<file path="src/rtl/vec_elem_serializer.sv">
// Serializes a packed {vl, data} vector word into a val/rdy stream of elements, lowest index first.
// Optional sticky over-length flag on port err when VEC_SER_ERR_EN is defined.
module vec_elem_serializer #(
    parameter int ELEM_W    = 8,
    parameter int NUM_ELEMS = 4,
    parameter int VL_W      = $clog2(NUM_ELEMS + 1)
) (
    input  logic                            clk,
    input  logic                            reset,
    input  logic [VL_W+ELEM_W*NUM_ELEMS-1:0] recv_msg,
    input  logic                            recv_val,
    output logic                            recv_rdy,
    output logic [ELEM_W-1:0]               send_msg,
    output logic [VL_W-1:0]                 send_idx,
    output logic                            send_last,
    output logic                            send_val,
    input  logic                            send_rdy
`ifdef VEC_SER_ERR_EN
    ,
    output logic                            err
`endif
);

    localparam int DATA_W = ELEM_W * NUM_ELEMS;
    localparam int MSG_W  = VL_W + DATA_W;
    localparam logic [VL_W-1:0] MAX_VL = VL_W'(NUM_ELEMS);

    typedef enum logic {
        IDLE = 1'b0,
        EMIT = 1'b1
    } state_t;

    state_t            r_state;
    state_t            w_state_nxt;
    logic [DATA_W-1:0] r_data;
    logic [VL_W-1:0]   r_vl;
    logic [VL_W-1:0]   r_idx;

    logic [VL_W-1:0]   w_in_vl;
    logic [VL_W-1:0]   w_vl_clamped;
    logic [DATA_W-1:0] w_in_data;
    logic [DATA_W-1:0] w_shifted;
    logic              w_accept;
    logic              w_elem_hs;

    assign w_in_vl      = recv_msg[MSG_W-1 -: VL_W];
    assign w_in_data    = recv_msg[DATA_W-1:0];
    assign w_vl_clamped = (w_in_vl > MAX_VL) ? MAX_VL : w_in_vl;

    // Element outputs depend only on registered state; they simply hold while IDLE.
    assign w_shifted = r_data >> (r_idx * ELEM_W);
    assign send_msg  = w_shifted[ELEM_W-1:0];
    assign send_idx  = r_idx;
    assign send_last = (r_idx == r_vl - 1'b1);

    always_comb begin
        w_state_nxt = r_state;
        send_val    = 1'b0;
        w_elem_hs   = 1'b0;
        recv_rdy    = 1'b0;
        w_accept    = 1'b0;

        send_val  = (r_state == EMIT);
        w_elem_hs = send_val && send_rdy;
        // Accepting on the last handshake lets vectors run back to back without a bubble.
        recv_rdy  = (r_state == IDLE) || (w_elem_hs && send_last);
        w_accept  = recv_val && recv_rdy;

        if (w_accept) begin
            w_state_nxt = (w_vl_clamped != '0) ? EMIT : IDLE;
        end else if (w_elem_hs && send_last) begin
            w_state_nxt = IDLE;
        end
    end

    always_ff @(posedge clk or posedge reset) begin
        if (reset) begin
            r_state <= IDLE;
        end else begin
            r_state <= w_state_nxt;
        end
    end

    always_ff @(posedge clk or posedge reset) begin
        if (reset) begin
            r_data <= '0;
            r_vl   <= '0;
            r_idx  <= '0;
        end else if (w_accept) begin
            r_data <= w_in_data;
            r_vl   <= w_vl_clamped;
            r_idx  <= '0;
        end else if (w_elem_hs && !send_last) begin
            r_idx <= r_idx + 1'b1;
        end
    end

`ifdef VEC_SER_ERR_EN
    logic r_err;

    always_ff @(posedge clk or posedge reset) begin
        if (reset) begin
            r_err <= 1'b0;
        end else if (w_accept && (w_in_vl > MAX_VL)) begin
            r_err <= 1'b1;
        end
    end

    assign err = r_err;
`endif

endmodule

</file>
<file path="config.mk">
export PLATFORM = sky130hd
export DESIGN_NAME = vec_elem_serializer
export DESIGN_NICKNAME = d
export VERILOG_FILES = /design/src/rtl/vec_elem_serializer.sv
export SDC_FILE = /design/constraint.sdc
export NUM_CORES = 1
export LEC_CHECK = 0
export CAP_MARGIN = 20
export CORE_AREA = 3 3 91 93
export DETAILED_ROUTE_END_ITERATION = 12
export DIE_AREA = 0 0 94 96
export PLACE_DENSITY = 0.47
export SYNTH_ARGS = -nofsm -noshare
export SYNTH_HDL_FRONTEND = slang
export SYNTH_SLANG_ARGS = --single-unit
export TNS_END_PERCENT = 100
</file>
<file path="constraint.sdc">
create_clock -name clk -period 5.2 [get_ports clk]
set_clock_uncertainty 0.15 [all_clocks]
set_input_delay 0.52 -clock clk [delete_from_list [all_inputs] [get_ports clk]]
set_output_delay 0.52 -clock clk [all_outputs]
set_load 0.01 [all_outputs]
</file>
==> impl_metrics.toml, run 1 <==
[cts]
htreeDepth = 2
tritoncts_clock_tree = "done"
cts_made_buffers = 5
clk_latency_ns = 0.28
clk_path_buf_depth = 2
post_cts.resized_instances = 0
cts_setup_buffers = 0
path_clk_slew_ns = 0.07
clock_tree.root_cell = "sky130_fd_sc_hd__clkbuf_8"
clock_sink_count = 39
cts_hold_repair.buffers = 0

[detailed_routing]
detailed_router_s_first_iteration_violation_count = 36
met3WireLength_um = 358
route.vias.total = 1257
top_signal_layer_used = "met4"
wl_met1_um = 1880
drt_pre_antenna_iters = 4
wire_per_inst_um = 14.6
route.detailed.drc = 0
drt-total-wl_um = 4200
avgViaCountPerCell = 4.36
post_drt_antenna_nets = 0
wl_met2_um = 1910

[synthesis]
postSynthRegisterBits = 39
post_synth_most_frequent_cells = "sky130_fd_sc_hd__dfrtp_1 (39), sky130_fd_sc_hd__mux2_2 (31), sky130_fd_sc_hd__nor2b_1 (10)"
yosys-mux-area-fraction_pct = 29.2
part_of_the_yosys_area_used_for_sequential_elements_pct = 51.7
synth_xor_xnor_area_share_pct = 2.12
mapped_cell_area_um2 = 1890
synthDominantCellAreaShare_pct = 51.7
dominant_synthesized_flop_cell = "sky130_fd_sc_hd__dfrtp_1"
net_count_synth = 171
post_synth_fa_ha_maj_area_fraction_pct = 1.33
synth.lib_cells_used.distinct = 25
synthArstFlopShare_pct = 100
netlist_instances = 130
netlist.top_cell.by_area = "sky130_fd_sc_hd__dfrtp_1"
synth_area_per_cell_um2 = 14.5
dominant_combinational_cell_family_by_area_after_synthesis = "multiplexers"
synth-simple-area-share_pct = 6.76
yosys_warnings = 0
synth_most_common_cell = "sky130_fd_sc_hd__dfrtp_1"
yosys-top-cells-area = "sky130_fd_sc_hd__dfrtp_1 (52%), sky130_fd_sc_hd__mux2_2 (18%), sky130_fd_sc_hd__mux4_2 (9.5%), sky130_fd_sc_hd__nor2b_1 (3.3%), sky130_fd_sc_hd__buf_6 (1.8%)"
synth_compound_area_share_pct = 5.37
synth-edff-count = 0

[layout]
antennaDiodeCount = 0
finish.cell_count_without_fillers = 288
finish.utilization_pct = 34.5
final_nets = 226
areaGrowthSynthToFinish_pct = 38.8
drive_gt1_share_pct = 26.9

[floorplan]
rows = 32
die_width_um = 94
floorplan.core_area_um2 = 7610
die_h_um = 96
floorplan.initialDensity_pct = 24.8
floorplan.die_area_um2 = 9020
ios = 53

[worst_setup_path]
slowest_delay_ns = 0.79
setup.worst_path.start_class = "flop"
path_delay_family = "flip-flops"
crit_path_cell_trace = "xor2_1, nand3_1, o21ai_0, clkdlybuf4s50_1"
rr_worst_depth = 4
crit-reg2reg-capture = "r_data[29]"
arrival_ns = 2.40
crit_fanout = 14
cp_slowest_cell = "sky130_fd_sc_hd__dfrtp_1"
critical_path_required_ns = 4.53
timing.critical_path.to_type = "primary output"
worstReg2RegStart = "send_idx[2]"
critPathBufInv = 1
crit_type = "flop to primary output"
setup.reg_to_reg.worst_slack_ns = 2.42

[placement]
post-dp-hpwl_um = 3120
gp_congestion = 0.774
placedCellCount = 280
dpl_worst_slack_ns = 2.37
buffer_ports.inserted = 52

[timing]
final_hold_violations = 0
final.setup.worst_slack_ns = 2.13
final-setup-viol-count = 0
final-max-slew-violation-count = 0
worst_pin_slew_ns = 0.691
grt_setup_unrepaired = "no"
slew_headroom_pct = 54.0
min_period_over_period_pct = 59.0
setup_tns_ns = 0
timing.fmax_mhz = 326
fin_crit_ns = 3.07

[power]
pwr_density_cell_nw_per_um2 = 594
leakagePower_uw = 0.00107
max-vdd-ir-drop_mv = 0.160
fin_total_pwr_uw = 1560

[global_routing]
grt_antenna_before_repair = 0
grt_remaining_overflow = 0
groute.usage.overall_pct = 9.70
wire_length_of_the_first_global_routing_pass_um = 6650
largest_net_degree_at_the_start_of_global_routing = 40
first_global_vias = 1354

[hold_path]
min-delay-start = "r_vl[1]"
worstHoldEndpoint = "r_vl[1]"
timing.hold.worst.class = "flop to flop"
worst_hold_path.num_cells = 2

[run_status]
result_of_the_run = "completed"

[run]
maxCapViolations = 0
==> cell families after synthesis <==
logic type | Yosys count
xor gates and xnor gates | 3
DFF | 39
muxes | 41
buffers and inverters | 11
AOI/OAI and AO/OA | 12
adders and majority gates | 2
and+or+nand+nor | 22
==> metrics by stage <==
stage	instance area, um^2	hold WS, ns
floorplan	1890	0.299
global placement	2500	0.315
detailed placement	2500	0.324
CTS	2620	0.341
global route	2620	0.370
finish	2620	0.341
==> cells in the final DEF (no fill, tap or decap), types with 2 or more instances in the layout <==
| cell type | instances |
|---|---|
| sky130_fd_sc_hd__clkdlybuf4s50_1 | 52 |
| sky130_fd_sc_hd__dfrtp_1 | 39 |
| sky130_fd_sc_hd__mux2_2 | 31 |
| sky130_fd_sc_hd__nor2b_1 | 10 |
| sky130_fd_sc_hd__mux4_2 | 8 |
| sky130_fd_sc_hd__clkbuf_8 | 6 |
| sky130_fd_sc_hd__inv_1 | 5 |
| sky130_fd_sc_hd__nand2_1 | 5 |
| sky130_fd_sc_hd__o21ai_0 | 4 |
| sky130_fd_sc_hd__nand2b_1 | 3 |
| sky130_fd_sc_hd__xor2_1 | 2 |
| sky130_fd_sc_hd__mux2_1 | 2 |
| sky130_fd_sc_hd__a21oi_1 | 2 |
| sky130_fd_sc_hd__a22o_1 | 2 |
| sky130_fd_sc_hd__ha_1 | 2 |
| sky130_fd_sc_hd__buf_4 | 2 |
==> worst max-delay path by stage <==
stage	startpoint	end	slack (ns)	cells after the start
after CTS	send_idx[0]	recv_rdy	2.06	4
after floorplan	r_vl[0]	recv_rdy	3.10	5
after global routing	send_idx[1]	recv_rdy	1.93	4
after detailed placement	send_idx[0]	recv_rdy	2.37	4
final	send_idx[0]	recv_rdy	2.13	4
after global placement	send_idx[0]	recv_rdy	2.38	4
==> routing by layer <==
| metal | vias up | track usage (%) |
|---|---|---|
| met4 | 0 | 2.89 |
| met2 | 51 | 15.6 |
| met5 | - | 0 |
| met3 | 5 | 3.75 |
| met1 | 628 | 12.1 |
| li1 | 573 | - |
==> layout make-up <==
class / count / area, um^2
clock inverters: 2 / 35.0
flip-flops and latches: 39 / 976
clock buffers: 6 / 82.6
repair buffers: 54 / 536
well taps: 102 / 128
inverters: 5 / 18.8
fillers: 759 / 4990
multi-input cells: 80 / 846
==> where the power goes <==
group          switching [uW]  internal (uW)  leakage, uW  total, uW
logic                     244            461     0.000544        705
clock network             104            155    0.0000612        259
registers                 136            457     0.000468        593
==> worst min-delay path, delay by kind of cell (launching register included) <==
family          cells  cell delay [ns]
simple gates        1             0.04
flops               1             0.34
compound gates      1             0.07
==> flip-flops by register name, indices dropped and copies added, names as in the netlist <==
register	cells
send_idx	3
r_data	32
send_val	1
r_vl	3
(Power assumes the default switching activity.)
==> run 2: changes to the inputs <==
PLACE_DENSITY = 0.48   (was 0.47)
clock period = 2.5 ns   (was 5.2 ns; I/O delays follow)
==> run 2 against run 1 <==
  * Global-route usage is 0.52 points higher
  * Critical endpoint is now send_msg[5]
  * First-iteration DRC count is 19% higher
  * Clock-buffer cell count is 1 higher
  * Critical path type unchanged
  * Final cell count is 2.4% higher
==> impl_metrics.toml, run 2 (synthesis results as in run 1) <==
[power]
seqPwrFrac_pct = 34.6
clock_power_share_pct = 12.5
total_switching_power_uw = 1050
max-vdd-ir-drop_mv = 0.360
internal_power_contribution_uw = 2230
leakagePower_uw = 0.00113
fin_total_pwr_uw = 3290
comb_power_share_pct = 52.9
pwr_density_cell_nw_per_um2 = 1220
power_switching_share_pct = 32.1

[worst_setup_path]
critical_path_required_ns = 2.10
rr_worst_depth = 7
arrival_ns = 2.00
worstReg2RegStart = "r_vl[0]"
crit-reg2reg-capture = "r_data[21]"
crit_fanout = 6
timing.critical_path.to_type = "primary output"
slowest_delay_ns = 0.50
crit_type = "flop to primary output"
setup.reg_to_reg.worst_slack_ns = 0.36
setup.worst_path.start_class = "flop"
cp_slowest_cell = "sky130_fd_sc_hd__mux4_2"
crit_path_cell_trace = "buf_4, mux4_2, nor2b_1, clkdlybuf4s50_1"

[cts]
clk_path_buf_depth = 2
path_clk_slew_ns = 0.08
clock_tree.root_cell = "sky130_fd_sc_hd__clkbuf_8"
tritoncts_clock_tree = "done"
cts_hold_repair.buffers = 0
clock_sink_count = 39
htreeDepth = 2
cts_made_buffers = 5
clk_latency_ns = 0.28

[detailed_routing]
route.detailed.drc = 0
drt-total-wl_um = 4230
avgViaCountPerCell = 4.33
post_drt_antenna_nets = 0
drt_pre_antenna_iters = 4
route.vias.total = 1278
wire_per_inst_um = 14.3
detailed_router_s_first_iteration_violation_count = 43

[timing]
worst_pin_slew_ns = 0.512
final_hold_violations = 0
fin_crit_ns = 2.40
final-setup-viol-count = 0
slew_headroom_pct = 65.9
setup_tns_ns = 0
grt_setup_unrepaired = "no"
final-max-slew-violation-count = 0
timing.fmax_mhz = 417
min_period_over_period_pct = 95.9

[floorplan]
floorplan.core_area_um2 = 7610
rows = 32
die_width_um = 94
floorplan.die_area_um2 = 9020
floorplan.initialDensity_pct = 24.8
ios = 53
die_h_um = 96

[global_routing]
first_global_vias = 1465
largest_net_degree_at_the_start_of_global_routing = 40
wire_length_of_the_first_global_routing_pass_um = 7080
grt_antenna_before_repair = 0
groute.usage.overall_pct = 10.2
grt_remaining_overflow = 0

[layout]
antennaDiodeCount = 0
final_nets = 233
layout_commonest_cell = "sky130_fd_sc_hd__clkdlybuf4s50_1"
finish.utilization_pct = 35.3
regMostFlops = "r_data"
drive_gt1_share_pct = 31.1
largest_reg_flops = 32
layout_common_cells = "sky130_fd_sc_hd__clkdlybuf4s50_1 (50), sky130_fd_sc_hd__dfrtp_1 (38), sky130_fd_sc_hd__mux2_2 (31)"
areaGrowthSynthToFinish_pct = 42.2
finish.cell_count_without_fillers = 295

[hold_path]
timing.hold.worst.class = "primary input to asynchronous set/reset pin"

[run_status]
result_of_the_run = "completed"

[placement]
post-dp-hpwl_um = 3080
placedCellCount = 285
gp_congestion = 0.708
buffer_ports.inserted = 52

[run]
maxCapViolations = 0
[run 2: cell types whose count changed in the layout (fill, tap and decap cells not counted), sizes merged]
cell	change
buf	+7
bufinv	-1
clkbuf	+1
clkdlybuf4s50	-2
dlymetal6s2s	+2
[run 2: worst max path at each step]
stage | start | end | slack (ns)
after global routing | r_vl[0] | send_last | 0.01
after CTS | r_vl[0] | recv_rdy | 0.01
after global placement | r_vl[0] | recv_rdy | 0.29
after floorplan | r_vl[0] | r_data[10] | 0.46
after detailed placement | r_vl[0] | recv_rdy | 0.22
final | send_idx[0] | send_msg[5] | 0.10
[run 2: stage by stage]
step                setup WS (ns)  area [um^2]  hold WS (ns)
global route               0.0116         2690         0.295
global placement            0.288         2570         0.322
CTS                        0.0120         2650         0.252
floorplan                   0.462         1890         0.227
finish                      0.102         2690         0.225
detailed placement          0.215         2570         0.339
[run 2: critical path, delay by kind of cell (launching register included)]
| kind | cells | cell delay [ns] |
|---|---|---|
| buffers and inverters | 2 | 0.67 |
| AND/OR/NAND/NOR | 1 | 0.14 |
| multiplexers | 1 | 0.50 |
| flip-flops | 1 | 0.41 |
[run 2: layout make-up]
| type | count | area [um^2] |
|---|---|---|
| clock buffers | 7 | 76.3 |
| clock inverters | 1 | 5.00 |
| fillers | 770 | 4920 |
| inverters | 5 | 18.8 |
| multi-input cells | 80 | 862 |
| flip-flops and latches | 39 | 977 |
| well taps | 102 | 128 |
| repair buffers | 61 | 618 |
[run 2: what timing repair did]
action	in CTS	in global routing
setup buffers	0	2
resized for setup	3	5
endpoints found under the setup margin	3	5
pin swaps	0	0
[run 2: power by group through the flow]
stage          sequential (uW)  combinational, uW  clock, uW
6_report                  1140               1740        410
5_1_grt                   1180               1900        462
4_1_cts                   1150               1730        433
3_5_place_dp              1160               1720          0
3_3_place_gp              1130               1680          0
2_1_floorplan             1100               1150          0
[run 2: metal layers]
metal / global-route usage (%) / routed length [um] / part of all wire (%) / up-vias
met5: 0 / 0 / 0 / -
met4: 2.53 / 19 / 0.45 / 0
met3: 3.21 / 248 / 5.9 / 2
met1: 12.5 / 1820 / 43 / 651
li1: - / - / - / 590
met2: 17.6 / 2140 / 51 / 35
==> run 3: changes to the inputs <==
ABC_AREA = 1   (was default)
CORE_AREA = 3 3 98 100   (was 3 3 91 93)
DIE_AREA = 0 0 101 103   (was 0 0 94 96)
PLACE_DENSITY = 0.47   (was 0.48)
TNS_END_PERCENT = 1   (was 100)
==> run 3 against run 2 <==
  * Fmax up 0.58%
  * Combinational power up 6%
  * Synthesized cell count up 110%
  * Utilization down 2.9 points
  * Synthesized area up 17%
  * Largest cell class is now multi-input combinational cells
==> impl_metrics.toml, run 3 <==
[timing]
setup_tns_ns = 0
worst_pin_slew_ns = 0.609
final.setup.worst_slack_ns = 0.116
min_period_over_period_pct = 95.4
grt_setup_unrepaired = "yes"
timing.fmax_mhz = 419
slew_headroom_pct = 59.4
final-setup-viol-count = 0
final_hold_violations = 0
fin_crit_ns = 2.38
final-max-slew-violation-count = 0

[synthesis]
synth-edff-count = 0
synth_xor_xnor_area_share_pct = 0
synth_most_common_cell = "sky130_fd_sc_hd__nand2_1"
synth_area_per_cell_um2 = 8.13
synth.lib_cells_used.distinct = 23
post_synth_fa_ha_maj_area_fraction_pct = 1.14
netlist_instances = 271
postSynthRegisterBits = 39
yosys-top-cells-area = "sky130_fd_sc_hd__dfrtp_1 (44%), sky130_fd_sc_hd__nand2_1 (15%), sky130_fd_sc_hd__nand3_2 (10%), sky130_fd_sc_hd__nor2_1 (6.3%), sky130_fd_sc_hd__o21ai_0 (3.9%)"
synthArstFlopShare_pct = 100
synthDominantCellAreaShare_pct = 44.3
synth-simple-area-share_pct = 38.3
yosys_warnings = 0
mapped_cell_area_um2 = 2200
netlist.top_cell.by_area = "sky130_fd_sc_hd__dfrtp_1"
part_of_the_yosys_area_used_for_sequential_elements_pct = 44.3
post_synth_most_frequent_cells = "sky130_fd_sc_hd__nand2_1 (88), sky130_fd_sc_hd__dfrtp_1 (39), sky130_fd_sc_hd__nor2_1 (37)"
dominant_synthesized_flop_cell = "sky130_fd_sc_hd__dfrtp_1"
net_count_synth = 312
yosys-mux-area-fraction_pct = 0
synth_compound_area_share_pct = 6.02
dominant_combinational_cell_family_by_area_after_synthesis = "simple AND/OR/NAND/NOR gates"

[worst_setup_path]
path_delay_family = "buffers and inverters"
timing.critical_path.to_type = "primary output"
critical_path_depth = 9
worstReg2RegStart = "r_vl[0]"
crit_type = "flop to primary output"
setup.worst_path.start_class = "flop"
critical_path.startpoint = "r_vl[0]"
critPathBufInv = 4
slowest_delay_ns = 0.52
crit_fanout = 6
rr_worst_depth = 11
setup.reg_to_reg.worst_slack_ns = 0.52
critical_path_required_ns = 2.10
arrival_ns = 1.98
worstSetupEndpoint = "send_last"
cp_slowest_cell = "sky130_fd_sc_hd__clkdlybuf4s50_1"
crit_path_cell_trace = "inv_2, ha_1, inv_1, nand2_1, nand2_1, nor2_2, nand2_2, inv_1, clkdlybuf4s50_1"
crit-reg2reg-capture = "r_data[20]"

[detailed_routing]
post_drt_antenna_nets = 0
route.vias.total = 1837
drt-total-wl_um = 5670
wire_per_inst_um = 13.2
avgViaCountPerCell = 4.27
drt_pre_antenna_iters = 4
detailed_router_s_first_iteration_violation_count = 121
route.detailed.drc = 0

[power]
max-vdd-ir-drop_mv = 0.481
fin_total_pwr_uw = 3430
leakagePower_uw = 0.00137
pwr_density_cell_nw_per_um2 = 1210

[cts]
tritoncts_clock_tree = "done"
cts_setup_buffers = 0
clock_tree.root_cell = "sky130_fd_sc_hd__clkbuf_8"
clk_latency_ns = 0.29
cts_hold_repair.buffers = 0
clock_sink_count = 39
htreeDepth = 2
path_clk_slew_ns = 0.08
clk_path_buf_depth = 2
cts_made_buffers = 5
post_cts.resized_instances = 0

[layout]
largest_reg_flops = 32
layout_commonest_cell = "sky130_fd_sc_hd__nand2_1"
regMostFlops = "r_data"
antennaDiodeCount = 0
drive_gt1_share_pct = 14.9
areaGrowthSynthToFinish_pct = 28.8
finish.utilization_pct = 32.4
final.fill_count = 948
layout_common_cells = "sky130_fd_sc_hd__nand2_1 (86), sky130_fd_sc_hd__clkdlybuf4s50_1 (50), sky130_fd_sc_hd__dfrtp_1 (38)"
final_area_um2 = 2840
final_nets = 362

[floorplan]
floorplan.die_area_um2 = 10400
rows = 34
die_width_um = 101
die_h_um = 103
floorplan.core_area_um2 = 8760
ios = 53
floorplan.initialDensity_pct = 25.1

[global_routing]
groute.usage.overall_pct = 11.8
grt_remaining_overflow = 0
wire_length_of_the_first_global_routing_pass_um = 9530
grt_antenna_before_repair = 0
first_global_vias = 1907
largest_net_degree_at_the_start_of_global_routing = 40

[run]
maxCapViolations = 0

[placement]
placedInstanceArea_um2 = 2750
post-dp-hpwl_um = 4190
gp_congestion = 0.772
buffer_ports.inserted = 52
dpl_worst_slack_ns = 0.330

[hold_path]
timing.hold.worst.class = "primary input to asynchronous set/reset pin"

[run_status]
result_of_the_run = "completed"
[run 3: worst min path at each step]
stage | start | end | slack (ns)
final | reset | r_data[15] | 0.23
after global routing | reset | r_data[18] | 0.30
after CTS | reset | r_data[3] | 0.26
after detailed placement | r_data[25] | r_data[25] | 0.31
after global placement | r_data[10] | r_data[10] | 0.30
after floorplan | recv_msg[10] | r_data[10] | 0.23
[run 3: per-layer routing]
layer  GRT usage [%]  routed length (um)  up-vias
li1                -                   -      960
met1            15.6                2700      824
met2            19.2                2590       49
met3            2.77                 339        4
met4            3.37                  47        0
met5               0                   0        -
[run 3: cells by family (layout without fill, tap and decap cells)]
kind of cell    after synthesis  after routing
compound gates               26             26
fa+ha+maj                     2              2
buf+inv                      32             83
flops                        39             39
simple gates                172            172
[run 3: power breakdown]
part / total [uW] / internal, uW / switching (uW) / leakage [uW]
clock network: 416 / 196 / 220 / 0.0000422
registers: 1160 / 933 / 226 / 0.000482
logic: 1850 / 789 / 1060 / 0.000846
[run 3: worst min-delay path: stages]
cell and delay (ns):
sky130_fd_sc_hd__clkdlybuf4s50_1 0.39, sky130_fd_sc_hd__inv_1 0.05, sky130_fd_sc_hd__buf_4 0.42
[run 3: cell type report]
type                    count  area (um^2)  share of cell area [%]
clock buffers               7         76.3                    2.69
clock inverters             1         5.00                   0.176
inverters                  16         67.6                    2.38
multi-input cells         200         1010                    35.5
flip-flops and latches     39          977                    34.4
well taps                 108          135                    4.76
repair buffers             59          571                    20.1
[run 3: per-stage QoR]
stage	instances	hold WS, ns
3_5_place_dp	422	0.308
3_3_place_gp	422	0.303
5_1_grt	430	0.297
2_1_floorplan	271	0.228
4_1_cts	430	0.264
6_report	430	0.229
